## src/rtl/barcode_rdr_if.sv

```systemverilog
// Barcode reader bus: raw sensor line and consumer acknowledge in, decoded ID and sticky valid out.
// Latency: none, wires only.
// Backpressure: none; the consumer acknowledges via clr_ID_vld and ID_vld stays set until then.
// Ports: BC (sensor, idle high), clr_ID_vld (ack), ID[7:0], ID_vld.
interface barcode_rdr_if;
  logic       BC;
  logic       clr_ID_vld;
  logic [7:0] ID;
  logic       ID_vld;

  // Reader side
  modport slave (
    input  BC,
    input  clr_ID_vld,
    output ID,
    output ID_vld
  );

  // Sensor / consumer side
  modport master (
    output BC,
    output clr_ID_vld,
    input  ID,
    input  ID_vld
  );
endinterface

```

## src/rtl/barcode_rdr.sv

```systemverilog
// Pulse-width barcode decoder: measures the start pulse, then decodes 8 bits MSB first into a station ID.
// Latency: ID/ID_vld update 1 cycle after the 8th sample point (BC goes through 2 sync flops first).
// Backpressure: none; ID_vld is sticky until clr_ID_vld, and a new valid frame overwrites ID.
// Ports: clk, rst_n (async active-low), bus (barcode_rdr_if.slave: BC, clr_ID_vld, ID, ID_vld).
module barcode_rdr #(
  parameter int          DUR_W   = 22,
  parameter int unsigned TIMEOUT = 32'h003F_FFFF
) (
  input  logic          clk,
  input  logic          rst_n,
  barcode_rdr_if.slave  bus
);

  typedef enum logic [1:0] {
    IDLE,
    START_LO,
    WAIT_FALL,
    SAMPLE_WAIT
  } state_t;

  localparam logic [DUR_W-1:0] L_SAT = {DUR_W{1'b1}};
  localparam logic [DUR_W-1:0] L_ONE = {{(DUR_W-1){1'b0}}, 1'b1};
  localparam logic [DUR_W-1:0] L_TMO = DUR_W'(TIMEOUT);

  // BC is asynchronous: two flops to synchronise, a third for edge detection
  logic             r_bc_meta;
  logic             r_bc_s;
  logic             r_bc_p;
  logic             w_fall;
  logic             w_rise;

  state_t           r_state;
  logic [DUR_W-1:0] r_dur_cnt;
  logic [DUR_W-1:0] r_start_dur;
  logic [DUR_W-1:0] r_tmo_cnt;
  logic [DUR_W-1:0] r_smp_cnt;
  logic [2:0]       r_bit_cnt;
  logic [7:0]       r_shift;
  logic             r_done;
  logic [7:0]       r_id;
  logic             r_id_vld;

  assign w_fall = r_bc_p & ~r_bc_s;
  assign w_rise = ~r_bc_p & r_bc_s;

  always_ff @(posedge clk or negedge rst_n) begin
    if (!rst_n) begin
      r_bc_meta <= 1'b1;
      r_bc_s    <= 1'b1;
      r_bc_p    <= 1'b1;
    end else begin
      r_bc_meta <= bus.BC;
      r_bc_s    <= r_bc_meta;
      r_bc_p    <= r_bc_s;
    end
  end

  always_ff @(posedge clk or negedge rst_n) begin
    if (!rst_n) begin
      r_state     <= IDLE;
      r_dur_cnt   <= '0;
      r_start_dur <= '0;
      r_tmo_cnt   <= '0;
      r_smp_cnt   <= '0;
      r_bit_cnt   <= '0;
      r_shift     <= '0;
      r_done      <= 1'b0;
      r_id        <= '0;
      r_id_vld    <= 1'b0;
    end else begin
      r_done <= 1'b0;

      case (r_state)
        IDLE: begin
          if (w_fall) begin
            r_dur_cnt <= L_ONE;
            r_state   <= START_LO;
          end
        end

        START_LO: begin
          if (w_rise) begin
            r_start_dur <= r_dur_cnt;
            r_bit_cnt   <= '0;
            r_tmo_cnt   <= '0;
            r_state     <= WAIT_FALL;
          end else if (r_dur_cnt == L_SAT) begin
            // line stuck low: not a barcode
            r_state <= IDLE;
          end else if (!r_bc_s) begin
            r_dur_cnt <= r_dur_cnt + L_ONE;
          end
        end

        WAIT_FALL: begin
          if (w_fall) begin
            r_smp_cnt <= L_ONE;
            r_state   <= SAMPLE_WAIT;
          end else if (r_tmo_cnt == L_TMO) begin
            // frame abandoned mid-way; ID/ID_vld keep the last good value
            r_state <= IDLE;
          end else begin
            r_tmo_cnt <= r_tmo_cnt + L_ONE;
          end
        end

        SAMPLE_WAIT: begin
          // Sample one start-pulse width after the bit's falling edge:
          // a short pulse has already returned high (1), a long one is still low (0).
          // Edges before the sample point are ignored.
          if (r_smp_cnt == r_start_dur) begin
            r_shift   <= {r_shift[6:0], r_bc_s};
            r_bit_cnt <= r_bit_cnt + 3'd1;
            if (r_bit_cnt == 3'd7) begin
              r_done  <= 1'b1;
              r_state <= IDLE;
            end else begin
              r_tmo_cnt <= '0;
              r_state   <= WAIT_FALL;
            end
          end else begin
            r_smp_cnt <= r_smp_cnt + L_ONE;
          end
        end

        default: r_state <= IDLE;
      endcase

      // Only whole frames with a 2'b00 prefix reach the port; a new valid
      // frame takes priority over a simultaneous acknowledge.
      if (r_done && (r_shift[7:6] == 2'b00)) begin
        r_id     <= r_shift;
        r_id_vld <= 1'b1;
      end else if (bus.clr_ID_vld) begin
        r_id_vld <= 1'b0;
      end
    end
  end

  assign bus.ID     = r_id;
  assign bus.ID_vld = r_id_vld;

endmodule

```

## src/flat_wrapper.sv

```systemverilog
// flat-port wrapper written by rule: the top's interface ports become plain ports
module barcode_rdr_flat 
#(
  parameter int          DUR_W   = 22,
  parameter int unsigned TIMEOUT = 32'h003F_FFFF
)
  (clk, rst_n, bus_BC, bus_clr_ID_vld, bus_ID, bus_ID_vld);
  barcode_rdr_if bus_i ();
  input  logic clk;
  input  logic rst_n;
  input wire logic [$bits(bus_i.BC)-1:0] bus_BC;
  input wire logic [$bits(bus_i.clr_ID_vld)-1:0] bus_clr_ID_vld;
  output wire logic [$bits(bus_i.ID)-1:0] bus_ID;
  output wire logic [$bits(bus_i.ID_vld)-1:0] bus_ID_vld;
  assign bus_i.BC = bus_BC;
  assign bus_i.clr_ID_vld = bus_clr_ID_vld;
  assign bus_ID = bus_i.ID;
  assign bus_ID_vld = bus_i.ID_vld;
  barcode_rdr #(.DUR_W(DUR_W), .TIMEOUT(TIMEOUT)) u_core (.clk(clk), .rst_n(rst_n), .bus(bus_i));
endmodule
```

## config.mk

```make
export PLATFORM = sky130hd
export DESIGN_NAME = barcode_rdr_flat
export DESIGN_NICKNAME = d
export VERILOG_FILES = /design/src/rtl/barcode_rdr_if.sv /design/src/rtl/barcode_rdr.sv /design/src/flat_wrapper.sv
export SDC_FILE = /design/constraint.sdc
export NUM_CORES = 1
export LEC_CHECK = 0
export BUFFER_PORTS_ARGS = -buffer_cell sky130_fd_sc_hd__buf_2
export CORE_MARGIN = 5
export CORE_UTILIZATION = 60
export DETAILED_ROUTE_END_ITERATION = 8
export PLACE_DENSITY = 0.73
export SYNTH_ARGS = -nofsm -noshare
export SYNTH_HDL_FRONTEND = slang
export SYNTH_SLANG_ARGS = --single-unit
export TNS_END_PERCENT = 5
```

## constraint.sdc

```tcl
create_clock -name clk -period 3.5 [get_ports clk]
set_clock_uncertainty 0.15 [all_clocks]
set_input_delay 0.525 -clock clk [delete_from_list [all_inputs] [get_ports clk]]
set_output_delay 0.525 -clock clk [all_outputs]
set_load 0.02 [all_outputs]
```

==> results.md <==
- The remaining antenna violation count after routing is 0.
- Summing all multi-input logic gate instances after layout gives 2829 um^2.
- The mean instance size in the synthesized netlist is 10.35 um^2.
- At the placement stage, the worst setup path has a slack of 0.9303 ns.
- In this run the cell area measured after placement is 6008 um^2.
- The count of cells along the worst register-to-register path is 6.
- The highest clock rate is 386.1 MHz.
- The type of element capturing the critical path is a flop.
- The CTS tree is done.
- Setup violations remaining at the end of the flow were counted as 0.
- The initial utilization of the core area, before any placement, comes to 60.89%.
- The total negative slack for setup checks is 0 ns.
- sky130_fd_sc_hd__dfrtp_1 takes more of the synthesized area than any other cell.
- Synthesis produced a netlist with a net count of 579.
- In the final routed layout, each cell accounts on average for 16.55 um.
- Relative to the synthesized area, the layout overhead comes to 11.35%.
- Entering global routing, the biggest net connects 91 pins.
- The part of the Yosys area used for sequential elements is 48.44%.
- The share of synthesized area in the top cell type comes to 47.10%.
- Global routing used 22.92% of the available tracks across all layers.
- The maximum clock path buffer count is 2.
- The post-route netlist has 19.56% of its cells at a drive strength greater than 1.
- The layout net count is 590.
- Registers take 2856 um^2.
- After clock tree synthesis, the clock-pin slew on the worst setup and hold paths is 0.05 ns.
- The floorplan die height is 109.1 um.
- The per-cell via count in the routed design is 5.983.
- The die footprint is 11,910 um^2.
- By area the synthesized netlist is led by sky130_fd_sc_hd__dfrtp_1, sky130_fd_sc_hd__mux2_2, sky130_fd_sc_hd__xnor2_1.
- In the synthesized netlist the dominant register cell turns out to be sky130_fd_sc_hd__dfrtp_1.
- The sum of net half-perimeters after detailed placement is 8.121 mm.
- The number of cell rows is 36.
- Counting flops with a built-in enable in the synthesized netlist gives 0.
- Synthesis handed over a netlist of 570 instances.
- Yosys printed 0 warnings.
- The critical path start-end classification is reg -> reg.
- Counting flops and latches in the post-synthesis netlist gives 114.
- The count of unique library cells instantiated by Yosys is 60.
- The post-route total power is 4.360 mW.
- Detailed routing inserted a total of 4,344 vias.
- The congestion estimate from routability-driven global placement came to 0.8701.
- For the worst setup path, the data arrival time is 2.85 ns.
- Leaving out fill and tap cells, the most frequent cell in the layout is sky130_fd_sc_hd__dfrtp_1.
- The die boundary width is 109.1 um.
- The root buffer cell is sky130_fd_sc_hd__clkbuf_8.
- The clock tree synthesis step divided the H-tree into 4 levels.
- The count of final hold-check violations is 0.
- The class of the tightest hold or removal check is in -> async.
- The sum of routed wire length over all layers is 12.02 mm.
- After global routing the overflow that remains totals 0.
- The first global-routing pass estimated 21.13 mm of wire.
- For this design, the sink count on the clock tree is 114.
- The floorplan core area is 9684 um^2.
- The total I/O pin count is 13.
- The initial antenna violation count came to 0.
- Counting flops with an async set or reset pin after synthesis yields a share of 100.0%.
- The worst vdd rail ir drop is 566.4 uV.
- The total count of max-transition violations in the final report is 0.
- The worst path needs 2.590 ns of the cycle, external delays included.
- Headroom to the max-slew limit came out at 26.01%.
- Clock tree synthesis inserted a total of 17 buffers.
- The sort of element at the start of the critical path is a flop.
- The detailed router's first-iteration violation count is 344.
- The synthesized cell area is 5897 um^2.
- The analysis attributes to cell leakage a power of 2.873 nW.
- The flow ran to the end, and the final reports show no timing, DRC or antenna violations.
- The critical path data required time is 3.76 ns.
- The post-route fraction of the period consumed by the critical path is 74.00%.
- The antenna diode count is 0.
- The insertion delay of the later-clocked pin in the worst-skew pair is 0.52 ns.
- The number of buffers added on ports is 12.
- For the pin with the worst max-slew slack, the measured transition is 1.110 ns.
- The power density over the cells is 664.0 nW/um^2.
- For this run, design rule violations remaining after detail routing come to 0.
- The layout has 742 filler cells.
- The first-pass iteration count of the detailed router is 4.
- After routing the design area is 6566 um^2.
- The number of maximum-capacitance violations is 0.
- The number of global-route vias before repair came to 4,255.
- Setup repair after global routing left no endpoint under its margin.
- Once routing completed, OpenROAD measured the worst setup slack at 0.9099 ns.
- The library cells used most frequently in the layout, excluding fill and tap cells, are sky130_fd_sc_hd__dfrtp_1, sky130_fd_sc_hd__nand2_1, sky130_fd_sc_hd__nor2_1.
- Along the worst path, the maximum fanout reaches 12.
[routing by layer]
layer  vias up  track usage (%)  part of all wire [%]
met1      2142            32.43                    48
met5         -                0                     0
met4         0            8.296                   1.7
met3        19            6.098                   4.9
li1       2088                -                     -
met2        95            34.04                    46
[cell usage after synthesis (2+ instances only)]
library cell / instances
sky130_fd_sc_hd__mux2i_1: 3
sky130_fd_sc_hd__xor2_1: 8
sky130_fd_sc_hd__buf_2: 11
sky130_fd_sc_hd__a22o_1: 2
sky130_fd_sc_hd__a21o_1: 2
sky130_fd_sc_hd__a41oi_1: 2
sky130_fd_sc_hd__and3_1: 9
sky130_fd_sc_hd__nand3_1: 23
sky130_fd_sc_hd__o21ai_0: 27
sky130_fd_sc_hd__a211oi_1: 2
sky130_fd_sc_hd__nor2_1: 48
sky130_fd_sc_hd__a21oi_1: 13
sky130_fd_sc_hd__buf_4: 2
sky130_fd_sc_hd__dfstp_2: 3
sky130_fd_sc_hd__a31oi_1: 14
sky130_fd_sc_hd__nand3b_1: 2
sky130_fd_sc_hd__clkbuf_1: 11
sky130_fd_sc_hd__nor4_1: 5
sky130_fd_sc_hd__o31ai_1: 14
sky130_fd_sc_hd__buf_6: 3
sky130_fd_sc_hd__o31a_1: 2
sky130_fd_sc_hd__or3_1: 4
sky130_fd_sc_hd__o211ai_1: 5
sky130_fd_sc_hd__and4_1: 3
sky130_fd_sc_hd__nand2b_1: 7
sky130_fd_sc_hd__a31oi_2: 14
sky130_fd_sc_hd__mux2_2: 38
sky130_fd_sc_hd__nor3_1: 14
sky130_fd_sc_hd__ha_1: 5
sky130_fd_sc_hd__nand4_1: 19
sky130_fd_sc_hd__nor3b_1: 3
sky130_fd_sc_hd__o21ai_1: 5
sky130_fd_sc_hd__nor2b_1: 11
sky130_fd_sc_hd__xnor2_1: 29
sky130_fd_sc_hd__dfrtp_1: 111
sky130_fd_sc_hd__and2_1: 7
sky130_fd_sc_hd__nand2_1: 58
sky130_fd_sc_hd__inv_1: 9
[logic make-up after synthesis]
family | share of synthesized area (%)
buf+inv | 3.628
mux | 7.766
fa+ha+maj | 1.061
compound gates | 14.34
simple gates | 19.27
flops | 48.44
xor+xnor | 5.495
[critical path, stage by stage, from the launching register on]
cell and delay, ns:
sky130_fd_sc_hd__dfrtp_1 0.42, sky130_fd_sc_hd__nand4_1 0.22, sky130_fd_sc_hd__or4_4 0.58, sky130_fd_sc_hd__o31ai_2 0.70
sky130_fd_sc_hd__nor3_1 0.16, sky130_fd_sc_hd__xnor2_1 0.18, sky130_fd_sc_hd__nor2_1 0.05
[path summary, 6_finish.rpt]
kind	startpoint	to	slack, ns
min reg2reg	u_core.r_bc_meta	u_core.r_bc_s	0.21
max reg2reg	u_core.r_dur_cnt[9]	u_core.r_dur_cnt[6]	0.91
max in group asynchronous	rst_n	u_core.r_dur_cnt[21]	2.30
max	u_core.r_dur_cnt[9]	u_core.r_dur_cnt[6]	0.91
min in group clk	bus_clr_ID_vld	u_core.bus.ID_vld	0.13
min	rst_n	u_core.r_smp_cnt[5]	0.08
[state kept, by name, indices dropped and copies added, names as in the netlist]
name	count
u_core.bus.ID_vld	1
u_core.r_state	2
u_core.r_shift	8
u_core.bus.ID	8
u_core.r_smp_cnt	22
u_core.r_dur_cnt	22
u_core.r_done	1
u_core.r_bc_meta	1
u_core.r_tmo_cnt	22
u_core.r_bc_s	1
u_core.r_bit_cnt	3
u_core.r_bc_p	1
u_core.r_start_dur	22
[final cells by class]
type	instances	area share [%]
clock buffers	26	7.584
clock inverters	5	0.7622
multi-input cells	418	43.08
repair buffers	21	2.020
flip-flops and latches	114	43.50
well taps	133	2.534
inverters	9	0.5145
[per-stage QoR]
stage	util, %	hold slack [ns]	cells
after global routing	67.80	0.1275	726
after floorplan	-	0.07941	570
after detailed placement	62.04	0.2012	694
final	67.80	0.07661	726
after CTS	67.80	0.09537	726
after global placement	62.04	0.1981	694
[report_power, final]
group | leakage [nW] | switching (mW) | internal [mW]
registers | 1.55 | 0.153 | 1.46
clock network | 0.275 | 0.549 | 1.02
logic | 1.05 | 0.767 | 0.405
total | 2.87 | 1.47 | 2.89
[timing repair]
action	in CTS	in global routing
hold endpoints to repair	1	0
hold buffers	1	0
setup buffers	0	0
resized for setup	0	0
(Power assumes the default switching activity.)
